[config.mk]
export PLATFORM = sky130hd
export DESIGN_NAME = sd_dac_multi
export DESIGN_NICKNAME = d
export VERILOG_FILES = /design/src/rtl/sd_dac_multi.sv
export SDC_FILE = /design/constraint.sdc
export NUM_CORES = 1
export LEC_CHECK = 0
export ABC_CLOCK_PERIOD_IN_PS = 3300
export CAP_MARGIN = 20
export CORE_MARGIN = 2
export CORE_UTILIZATION = 45
export DETAILED_ROUTE_END_ITERATION = 10
export DONT_BUFFER_PORTS = 1
export MAX_ROUTING_LAYER = met4
export SETUP_SLACK_MARGIN = 0.5
export SYNTH_ARGS = -nofsm -noshare
export SYNTH_HDL_FRONTEND = slang
export SYNTH_SLANG_ARGS = --single-unit
[constraint.sdc]
create_clock -name clk -period 3.3 [get_ports clk]
set_input_delay 0.66 -clock clk [delete_from_list [all_inputs] [get_ports clk]]
set_output_delay 0.66 -clock clk [all_outputs]
set_load 0.02 [all_outputs]
[src/rtl/sd_dac_multi.sv]
// sd_dac_multi: multi-channel sigma-delta PCM to 1-bit DAC with a sample-rate divider and a one-deep frame buffer.
// Define SD_DAC_ORDER2_EN to build second-order error-feedback modulators instead of first-order ones.
module sd_dac_multi #(
    parameter int BITDEPTH  = 12,
    parameter int CHANNELS  = 2,
    parameter int CLKDIV    = 512,
    parameter int SIGNED_IN = 0
) (
    input  logic                         clk,
    input  logic                         rst_n,
    input  logic                         en,
    input  logic [CHANNELS*BITDEPTH-1:0] pcm,
    input  logic                         pcm_valid,
    output logic                         pcm_ready,
    output logic                         sample_tick,
    output logic                         underrun,
    input  logic                         underrun_clr,
    output logic [CHANNELS-1:0]          dac_out
);
    localparam logic [15:0]          DIV_MAX = 16'(CLKDIV - 1);
    localparam logic [BITDEPTH-1:0]  MID     = {1'b1, {(BITDEPTH - 1){1'b0}}};
    localparam logic [BITDEPTH-1:0]  FLIP    = (SIGNED_IN != 0) ? MID : '0;

    logic [15:0]                  r_div_cnt;
    logic                         r_tick;
    logic                         r_pend_full;
    logic                         r_underrun;
    logic [CHANNELS*BITDEPTH-1:0] r_pending;
    logic [CHANNELS*BITDEPTH-1:0] r_active;
    logic [CHANNELS*BITDEPTH-1:0] w_conv;
    logic                         w_wrap;
    logic                         w_accept;

    assign w_wrap      = en && (r_div_cnt == DIV_MAX);
    assign w_accept    = pcm_valid && !r_pend_full;
    assign pcm_ready   = !r_pend_full;
    assign sample_tick = r_tick;
    assign underrun    = r_underrun;

    // Sample-period divider; held at zero while disabled so the first tick comes CLKDIV cycles after enable
    always_ff @(posedge clk or negedge rst_n) begin
        if (!rst_n) begin
            r_div_cnt <= '0;
            r_tick    <= 1'b0;
        end else begin
            r_div_cnt <= (!en || w_wrap) ? '0 : r_div_cnt + 16'd1;
            r_tick    <= w_wrap;
        end
    end

    // One-deep pending buffer feeding the active samples; a tick with nothing pending latches underrun
    always_ff @(posedge clk or negedge rst_n) begin
        if (!rst_n) begin
            r_pend_full <= 1'b0;
            r_pending   <= '0;
            r_active    <= {CHANNELS{MID}};
            r_underrun  <= 1'b0;
        end else begin
            if (w_accept)
                r_pending <= w_conv;
            if (w_wrap && r_pend_full)
                r_active <= r_pending;
            r_pend_full <= w_accept | (r_pend_full & ~w_wrap);
            r_underrun  <= (w_wrap & ~r_pend_full) | (r_underrun & ~underrun_clr);
        end
    end

    for (genvar g = 0; g < CHANNELS; g++) begin : g_ch
        assign w_conv[g*BITDEPTH +: BITDEPTH] = pcm[g*BITDEPTH +: BITDEPTH] ^ FLIP;
`ifdef SD_DAC_ORDER2_EN
        localparam int                   IW   = BITDEPTH + 4;
        localparam logic signed [IW+1:0] HALF = (IW + 2)'(2 ** (BITDEPTH - 1));
        localparam logic signed [IW+1:0] LIM  = (IW + 2)'(2 ** (BITDEPTH + 2));
        logic signed [IW-1:0] r_i1;
        logic signed [IW-1:0] r_i2;
        logic                 r_dac;
        logic signed [IW+1:0] w_i1;
        logic signed [IW+1:0] w_i2;
        logic signed [IW+1:0] w_x;
        logic signed [IW+1:0] w_fb;
        logic signed [IW+1:0] w_s1;
        logic signed [IW+1:0] w_s2;
        logic signed [IW+1:0] w_c1;
        logic signed [IW+1:0] w_c2;
        assign w_i1 = {{2{r_i1[IW-1]}}, r_i1};
        assign w_i2 = {{2{r_i2[IW-1]}}, r_i2};
        assign w_x  = {6'b0, r_active[g*BITDEPTH +: BITDEPTH]} - HALF;
        assign w_fb = r_dac ? HALF : -HALF;
        assign w_s1 = w_i1 + w_x - w_fb;
        assign w_s2 = w_i2 + w_i1 - w_fb;
        assign w_c1 = (w_s1 > LIM) ? LIM : ((w_s1 < -LIM) ? -LIM : w_s1);
        assign w_c2 = (w_s2 > LIM) ? LIM : ((w_s2 < -LIM) ? -LIM : w_s2);
        assign dac_out[g] = r_dac;
        // Two saturating integrators; the output bit is the sign of the updated second integrator
        always_ff @(posedge clk or negedge rst_n) begin
            if (!rst_n) begin
                r_i1  <= '0;
                r_i2  <= '0;
                r_dac <= 1'b0;
            end else if (!en) begin
                r_i1  <= '0;
                r_i2  <= '0;
                r_dac <= 1'b0;
            end else begin
                r_i1  <= w_c1[IW-1:0];
                r_i2  <= w_c2[IW-1:0];
                r_dac <= !w_c2[IW+1];
            end
        end
`else
        logic [BITDEPTH:0] r_acc;
        assign dac_out[g] = r_acc[BITDEPTH];
        // First-order modulator: the carry out of the phase accumulator is the output bit
        always_ff @(posedge clk or negedge rst_n) begin
            if (!rst_n)
                r_acc <= '0;
            else
                r_acc <= en ? {1'b0, r_acc[BITDEPTH-1:0]} + {1'b0, r_active[g*BITDEPTH +: BITDEPTH]} : '0;
        end
`endif
    end
endmodule
* Word level (Yosys, flattened, before mapping)
Cells that the tools add are included.
Widths: inputs -> output; s select.
** Storage, ports and cells
- Flip-flop bits (word level) :: 93
- Bits in latches :: 0
- Memory bits (writable) :: 0
- ROM bits :: 0
- Input bits :: 29
- Output and inout port bits :: 5
- Logic and storage cells :: 29
- Memories kept :: 0
** Operators by class
- Add/sub/neg operators :: 3
- $mul :: 0
- Div/mod/pow operators :: 0
- Magnitude comparators :: 0
- Equal/unequal tests :: 1
- Shift-type cells :: 0
- Mux-type cells :: 3
- Bitwise gates (word level) :: 8
- Reductions and logical operators :: 6
** Operator list (number)
- $add 12x12->13 :: 2
- $mux 13 :: 2
- $add 16x1->16 const B :: 1
- $eq 16x9->1 const B :: 1
- $mux 16 :: 1
- $and 1x1->1 :: 3
- $logic_and 1x1->1 :: 3
- $not 1->1 :: 3
- $logic_not 1->1 :: 2
- $or 1x1->1 :: 2
- $logic_or 1x1->1 :: 1

* Longest topological paths before layout
Gate-level depths: netlist (run 1).
- Word-level depth :: 5
- Gate-level depth with buffers :: 8
- Depth with buffers taken out :: 8

* Worst setup path before layout (run 1)
OpenSTA, ideal clock, no wires.
- Path kind :: flip-flop to flip-flop
- Start point :: reg r_div_cnt[12]
- End point :: reg r_active[10]
- Arrival :: 1915 ps
- Required time :: 3175 ps
- Slack :: 1260 ps
- Cell stages (with the launch flop) :: 7
- Buffers on the path :: 1
- Cell sequence :: dfrtp_1 -> or4_1 -> nor4_2 -> and2_4 -> nand2_4 -> buf_6 -> mux2_4
** Between the ends
- Cells in the longest elaborated chain, start to end :: 3
** RTL lines
- start: declaration :: line 24 : logic [15:0] r_div_cnt;
- start signal: assignment :: line 46 : r_div_cnt <= (!en || w_wrap) ? '0 : r_div_cnt + 16'd1;
- $eq 16x9->1 :: line 34 : assign w_wrap = en && (r_div_cnt == DIV_MAX);
- $logic_and 1x1->1 :: line 34
- net w_wrap :: line 31 : logic w_wrap;
- $logic_and 1x1->1 :: line 61 : if (w_wrap && r_pend_full)
- end signal: assignment :: line 56 : r_active <= {CHANNELS{MID}};
- end signal: assignment :: line 62 : r_active <= r_pending;
- end: declaration :: line 29 : logic [CHANNELS*BITDEPTH-1:0] r_active;
The timed path passes the listed nets, and every way through them passes these cells.
A chain may end at the register's enable or synchronous reset.

* Worst setup path after layout (run 1)
- Start point :: reg r_div_cnt[12]
- End point :: reg r_active[7]
The elaborated chain is that of the path after synthesis.

==> results, run 1 <==
- The port buffer count is 0.
- 34 I/O pins were placed.
- The number of max-slew violations in the final report is 0.
- The post-detailed-routing wire length is 7630 µm.
- The share of flip-flops with an asynchronous set or reset after synthesis is 100%.
- The critical path endpoint category is a flop.
- In this run the critical register-to-register path is launched from r_div_cnt[12]$_DFF_PN0_.
- The initial detailed-routing violation count is 78.
- The later-pin clock latency in the skew report is 0.37 ns.
- The flow ran to the end, and the final reports show no timing, DRC or antenna violations.
- In this run, distinct cell masters in the synthesized netlist total 44.
- The tool flagged a number of max-cap violations equal to 0.
- Global routing consumed, over all layers together, 16.1% of the routing resources.
- The portion of the post-synthesis area used by sequential elements is 51.4%.
- The growth of design area from synthesis to finish is 8.36%.
- The launching element type of the critical path is a flop.
- In this run the number of H-tree levels came out at 3.
- The clock network accounts for 41.6% of the total power.
- In this run the power spent charging and discharging nets is 0.000456 W.
- The average via count per standard cell is 5.24.
- In this run the cell area measured after placement is 4640 µm².
- At the end of the flow, the number of nets in the layout was 435.
- The total clock sinks is 93.
- Of the total power, the share spent switching nets is 21.0%.
- For this run, the detailed router's first-pass iteration total came to 4.
- The first global-routing pass estimated 13,500 µm of wire.
- Synthesis produced a netlist whose cell count is 378.
- The synthesized netlist occupies a cell area of 4530 µm².
- Summed over all nets, the half-perimeter wirelength after detailed placement is 5060 µm.
- Setup violations remaining at the end of the flow were counted as 0.
- The die is 104 µm wide.
- The average wire per cell in the routed design is 14.7 µm.
- The area of the die is 10,900 µm².
- A synthesized cell averages 12.0 µm².
- Clock-pin slew was measured on the worst setup and hold paths at 0.09 ns.
- Registers take 2330 µm².
- Setup repair after global routing left no endpoint under its margin.
- The internal power contribution is 0.00171 W.
- The combinational cell fraction of total power is 3.3%.
- The initial antenna violation count is 1.
- The pin count of the biggest net entering global routing is 92.
- The end-of-flow core utilization is 50.3%.
- The predominant post-synthesis flop cell is dfrtp_1.
- The initial core utilization is 46.4%.
- The final hold slack is 0.129 ns.
- The remaining antenna violation count is 0.
- The number of remaining DRC errors is 0.
- The congestion estimate from routability-driven global placement came to 0.883.
- Summed over all cells, the static leakage comes to 2.44 nW.
- The endpoint identified for the worst register-to-register timing path is r_active[7]$_DFFE_PN0P_.
- The slew at the pin closest to its max-slew limit is 0.649 ns.
- The worst hold-check path type is in -> async.
- The y dimension of the die is 104 µm.
- The destination of the critical timing path is r_active[7]$_DFFE_PN0P_.
- The buffer cell driving the clock tree root is clkbuf_8.
- Counting flops with a built-in enable in the synthesized netlist gives 0.
- The most frequent standard cell in the layout excluding fill and tap cells is dfrtp_1.
- In the layout the commonest cells are 91 x dfrtp_1, 35 x nor2_1, 29 x mux2_2.
- For this design the ratio of total power to cell area is 442 nW/µm².
- For this run, the number of Yosys warnings is 0.
- Cells with a size suffix above 1 make up 18.8% of the layout.
- The reg-to-reg setup timing slack is 1.02 ns.
- Fill cells in the final layout number 874.
- The final critical path takes up 68.9% of the cycle.
- Counting the buffers created by CTS gives 9.
- The most critical setup path has its startpoint at r_div_cnt[12]$_DFF_PN0_.
- In this run, synthesis produced a sequential element count of 93.
- The clock passes through at most 2 buffers.
- Data on the critical path arrives at its endpoint at 2.52 ns.
- Based on the critical path, the design can be clocked at up to 440 MHz.
- The synthesized netlist net count is 434.
- The TritonCTS clock tree is yes.
- The total overflow left after global routing is 0.
- The number of global-route vias before repair was 2,816.
- The relative slew slack is 56.5%.
- The number of hold-slack violations in the final timing report is 0.
- Counting I/O delays and the setup requirement, the final critical path takes 2.28 ns.
- Buffers added to address setup during post-CTS repair amount to 0.
- The placeable core area is 9770 µm².
- The worst clock skew is 0.0126 ns.
- Once layout is done, the placed cells without fillers occupy 4910 µm².
- The cell count of the worst reg-to-reg path is 5.
- The area taken by multi-input logic gates is 2080 µm².
- At the worst endpoint, the required time is 3.54 ns.
- The worst setup path is of the reg -> reg kind.
- The worst voltage drop across the vdd grid is 265 µV.
- The post-route setup TNS is 0 ns.
- Along the worst path, the maximum fanout reaches 25.
- The sequential share of power is 55.2%.
- The site row count is 36.
- The number of vias in the routed layout is 2,715.
## power by group through the flow
stage	logic [W]	registers (W)	clock network [W]
finish	0.0000708	0.00120	0.000902
global route	0.0000827	0.00120	0.000982
CTS	0.0000742	0.00120	0.000932
detailed placement	0.0000483	0.00122	0
global placement	0.0000465	0.00122	0
floorplan	0.0000438	0.00121	0
## metrics by stage
step                std cells  worst slack, ns  power, W
floorplan                 378             1.26   0.00126
finish                    518             1.02   0.00217
CTS                       517             1.01   0.00220
detailed placement        500             1.02   0.00127
global route              518            0.925   0.00227
global placement          500             1.07   0.00127
## Yosys cell counts (5+ instances only)
cell / count / area (µm²)
nor2_1: 35 / 131
and3_1: 10 / 62.6
dfrtp_1: 91 / 2280
clkbuf_1: 8 / 30.0
nand2b_1: 8 / 50.1
nand2_1: 14 / 52.6
a21oi_1: 9 / 45.0
ha_1: 25 / 313
mux2_4: 19 / 285
a211oi_1: 5 / 37.5
nor2b_1: 5 / 31.3
inv_1: 14 / 52.6
a21o_1: 8 / 60.1
nand3_1: 12 / 60.1
xor2_1: 10 / 87.6
mux2_2: 29 / 327
o21ai_0: 10 / 50.1
a31oi_1: 7 / 43.8
xnor2_1: 16 / 140
## per-layer routing
layer	part of all wire (%)	global-route usage (%)
met5	0	-
met4	1.1	3.96
met3	5.5	6.08
met2	43	22.8
met1	50	21.8
## how the worst min path moves through the flow
stage,from,end,slack (ns),cells past startpoint
final,rst_n,r_active[11]$_DFFE_PN1P_,0.13,0
after global routing,rst_n,r_active[11]$_DFFE_PN1P_,0.09,0
after CTS,rst_n,r_active[11]$_DFFE_PN1P_,0.10,0
after detailed placement,rst_n,r_pending[9]$_DFFE_PN0P_,0.37,0
after global placement,rst_n,r_pending[7]$_DFFE_PN0P_,0.37,0
after floorplan,rst_n,g_ch[0].r_acc[0]$_DFF_PN0_,0.36,0
## critical path, stage by stage (launching register included)
cell and delay, ns:
dfrtp_1 0.42, or4_1 0.54, nor4_2 0.31, and2_4 0.21, nand2_4 0.26, mux2_4 0.40
## area by class of cell
type | instances | area share, %
Tap cell | 133 | 3.39
Clock buffer | 10 | 2.60
Clock inverter | 6 | 2.29
Inverter | 15 | 1.15
Multi-Input combinational cell | 258 | 42.4
Sequential cell | 93 | 47.4
Antenna cell | 1 | 0.0509
Timing Repair Buffer | 2 | 0.713
## cells by family (layout without fill, tap and decap cells)
family          after synthesis  after routing  share of synthesized area [%]
simple gates                100            100                           11.1
flops                        93             93                           51.4
compound gates               53             53                           7.64
mux                          52             52                           14.4
fa+ha+maj                    27             27                           7.78
buf+inv                      27             33                           2.73
xor+xnor                     26             26                           5.02
other cells                   0              1                              0
## state kept, by name, summed over array words and instances, names as in the netlist
register	cells
r_pending	24
r_active	24
r_div_cnt	16
g_ch.r_acc	26
sample_tick	1
r_pend_full	1
underrun	1
## what timing repair did
item / in CTS / in global routing
hold buffers: 1 / 0
endpoints found under the hold margin: 91 / 0
gates resized for setup: 0 / 0
(Power assumes the default switching activity.)
==> inputs of run 2 (changes only) <==
--- a/config.mk
+++ b/config.mk
@@ -5,7 +5,7 @@
 export SDC_FILE = /design/constraint.sdc
 export NUM_CORES = 1
 export LEC_CHECK = 0
-export ABC_CLOCK_PERIOD_IN_PS = 3300
+export ABC_CLOCK_PERIOD_IN_PS = 2200
 export CAP_MARGIN = 20
 export CORE_MARGIN = 2
 export CORE_UTILIZATION = 45
==> constraint.sdc (replaced) <==
create_clock -name clk -period 2.2 [get_ports clk]
set_input_delay 0.44 -clock clk [delete_from_list [all_inputs] [get_ports clk]]
set_output_delay 0.44 -clock clk [all_outputs]
set_load 0.02 [all_outputs]
==> run 2 against run 1 <==
  * The run now ends with hold timing left
  * Combinational power grew 35%
  * Routed wire length grew 12%
  * Global-route usage grew 0.62 points
  * Sequential power grew 50%
  * Worst setup slack lost 0.88 ns
  * Worst hold slack lost 0.37 ns
  * Clock-buffer cell count grew 2
  * Clock skew grew 0.0029 ns
  * Non-clock buffer count grew 35
  * Maximum frequency grew 11%
  * Sequential cell count is the same
  * Critical endpoint is now r_active[14]$_DFFE_PN0P_
  * Largest cell class is now multi-input gates
==> results, run 2 (synthesized netlist as in run 1, its figures left out) <==
- The total clock sinks came to 93 (unchanged).
- The library cell used most frequently in the layout, excluding fill and tap cells, is dfrtp_1.
- The buffer cell driving the clock tree root is clkbuf_8.
- The overall overflow remaining after global route is 0 (unchanged).
- The cell count of the worst reg-to-reg path is 6 (+1).
- The number of max-slew violations in the final report came to 0 (unchanged).
- The site row count is 36 (unchanged).
- The die width is 104 µm (unchanged).
- The reg-to-reg setup timing slack came to 0.15 ns (-0.88 ns).
- The register containing the most flip-flops in the final layout is g_ch.r_acc.
- The largest registers in the layout are g_ch.r_acc x26, r_active x24, r_pending x24.
- The largest fanout on the critical path is 6 (-76%).
- The worst clock skew was 0.0155 ns (+0.00294 ns).
- The later-pin clock latency in the skew report is 0.37 ns (about the same).
- The number of global-route vias before repair is 2,989 (+6.1%).
- The total global-route track usage is 16.7% (+0.62 points).
- The y dimension of the die is 104 µm (unchanged).
- The area growth from synthesis to layout is 25.6%.
- The final estimated routing congestion in global placement is 0.843 (-4.5%).
- The final hold slack is -0.238 ns (-0.367 ns).
- The top cell types in the final layout, fill and taps aside, are 90 x dfrtp_1, 29 x mux2_2, 25 x buf_4.
- The average wire per cell in the routed design was 15.5 µm (+5.4%).
- The worst setup path is captured at a flop.
- The area of the die is 10,900 µm² (unchanged).
- The ratio of final minimum period to clock period is 93.3% (+24 points).
- The pin count of the biggest net entering global routing was 94 (+2.2%).
- The run finished, with violations left.
- The min-delay analysis places its worst path in the category in -> async.
- The number of hold-slack violations in the final timing report came to 93 (+93).
- The maximum achievable frequency is 487 MHz (+11%).
- The total of endpoints with negative setup slack in the final report is 0 (unchanged).
- The remaining antenna violation count is 0 (unchanged).
- In this run the worst setup path begins at r_div_cnt[9]$_DFF_PN0_.
- The post-route setup TNS is 0 ns (unchanged).
- The number of vias in the routed layout was 2,925 (+7.7%).
- The worst flop-to-flop path startpoint is r_div_cnt[9]$_DFF_PN0_.
- The port buffer count is 0 (unchanged).
- The worst voltage drop across the vdd grid is 485 µV (+83%).
- The proportion of layout cells with a drive suffix above 1 was 40.6% (+22 points).
- The cell total after placement is 505 (+1.0%).
- The clock-pin slew of the registers on the worst-case setup and hold paths is 0.09 ns (about the same).
- The worst setup path is of the reg -> reg kind.
- Setup repair after global routing could not meet its margin everywhere.
- The post-DP HPWL is 5240 µm (+3.6%).
- The slew at the pin closest to its max-slew limit is 0.617 ns (-0.0316 ns).
- The placeable core area is 9770 µm² (unchanged).
- The power density normalized to cell area is 542 nW/µm² (+23%).
- The minimum clock period after layout is 2.05 ns (-0.222 ns).
- The flip-flop count of the largest register after layout is 26 (unchanged).
- The final standard cell count with taps included and fillers excluded is 552 (+6.6%).
- The number of primary I/O pins is 34 (unchanged).
- The initial detailed-routing violation count is 49 (-37%).
- The number of buffers added by the clock tree synthesis step was 9 (unchanged).
- STA classifies the critical path startpoint as a flop.
- The post-detailed-routing wire length is 8570 µm (+12%).
- The TritonCTS clock tree is yes.
- The number of levels the H-tree was split into is 3 (unchanged).
- The worst register-to-register path ends at r_active[14]$_DFFE_PN0P_.
- The first-pass GRT wire length is 14,100 µm (+4.4%).
- The net count reported at finish is 470 (+8.0%).
- The average via count per standard cell was 5.30 (+1.1%).
- The number of antenna diodes is 0 (-1).
- The checks that failed: hold timing.
- The number of fill cells was 790 (-9.6%).
- The data required time at the worst endpoint was 2.45 ns (-1.09 ns).
- The arrival time reported for the critical path endpoint is 2.30 ns (-0.22 ns).
- The iteration count of the initial detailed-routing pass is 4 (unchanged).
- The maximum clock insertion buffer count came to 2 (unchanged).
- The initial antenna violation count came to 0 (-1).
- The count of maximum capacitance violations is 0 (unchanged).
- The number of remaining DRC errors came to 0 (unchanged).
- The initial core utilization came to 46.4% (unchanged).
- The relative slew slack is 58.6% (+2.1 points).
- The static power due to leakage is 2.61 nW (+6.9%).
[run 2: cell count changes in the layout (fill, tap and decap cells not counted), moves of 7 or more]
cell,delta
ha_1,-18
buf_6,+7
ha_4,+14
nor2_4,+8
buf_4,+24
nor2_1,-12
[run 2: worst max-delay path: stages, from the launching register on]
cell,delay [ns]
dfrtp_1,0.40
or4_4,0.53
nor4_4,0.23
and2_4,0.20
nand2_4,0.09
clkbuf_16,0.19
mux2_4,0.29
[run 2: repair_timing]
action,CTS,global route
hold endpoints to repair,93,93
buffers inserted,14,15
pin swaps,27,32
setup endpoints to repair,50,56
gates resized for setup,37,50
cloned,0,2
[run 2: through the flow]
| step | setup WS (ns) | cell area, µm² | power, W | hold WS [ns] | util [%] |
|---|---|---|---|---|---|
| after floorplan | 0.222 | 4610 | 0.00189 | 0.144 | - |
| after global placement | 0.209 | 4770 | 0.00190 | 0.149 | 48.8 |
| after detailed placement | 0.170 | 4770 | 0.00191 | 0.148 | 48.8 |
| after CTS | 0.183 | 5300 | 0.00311 | -0.263 | 54.2 |
| after global routing | 0.0924 | 5700 | 0.00321 | -0.275 | 58.3 |
| final | 0.147 | 5700 | 0.00309 | -0.238 | 58.3 |
[run 2: layout make-up]
type | count | area, µm² | share of cell area (%)
well taps | 133 | 166 | 2.92
repair buffers | 37 | 372 | 6.52
inverters | 15 | 56.3 | 0.989
clock buffers | 12 | 165 | 2.90
multi-input cells | 258 | 2560 | 44.9
flip-flops and latches | 93 | 2330 | 40.9
clock inverters | 4 | 45.0 | 0.791
[run 2: worst max path at each step]
| stage | endpoint | slack [ns] | cells after the start |
|---|---|---|---|
| finish | r_active[14]$_DFFE_PN0P_ | 0.15 | 6 |
| global route | r_active[14]$_DFFE_PN0P_ | 0.09 | 6 |
| CTS | r_active[12]$_DFFE_PN0P_ | 0.18 | 6 |
| detailed placement | r_active[10]$_DFFE_PN0P_ | 0.17 | 6 |
| global placement | r_active[16]$_DFFE_PN0P_ | 0.21 | 6 |
| floorplan | r_active[10]$_DFFE_PN0P_ | 0.22 | 6 |
[run 2: layer usage]
| layer | up-vias | GRT usage [%] | wire length (µm) |
|---|---|---|---|
| met5 | - | - | 0 |
| met4 | 0 | 6.08 | 181 |
| met3 | 13 | 5.45 | 442 |
| met2 | 55 | 25.2 | 3970 |
| met1 | 1464 | 21.0 | 3980 |
| li1 | 1393 | - | - |
[run 2: power breakdown]
| part | leakage, nW | total (W) | internal, W | switching (W) |
|---|---|---|---|---|
| Clock | 0.112 | 0.00119 | 0.000613 | 0.000581 |
| Sequential | 1.25 | 0.00180 | 0.00176 | 0.0000337 |
| Combinational | 1.25 | 0.0000953 | 0.0000582 | 0.0000370 |
| Total | 2.61 | 0.00309 | 0.00244 | 0.000652 |
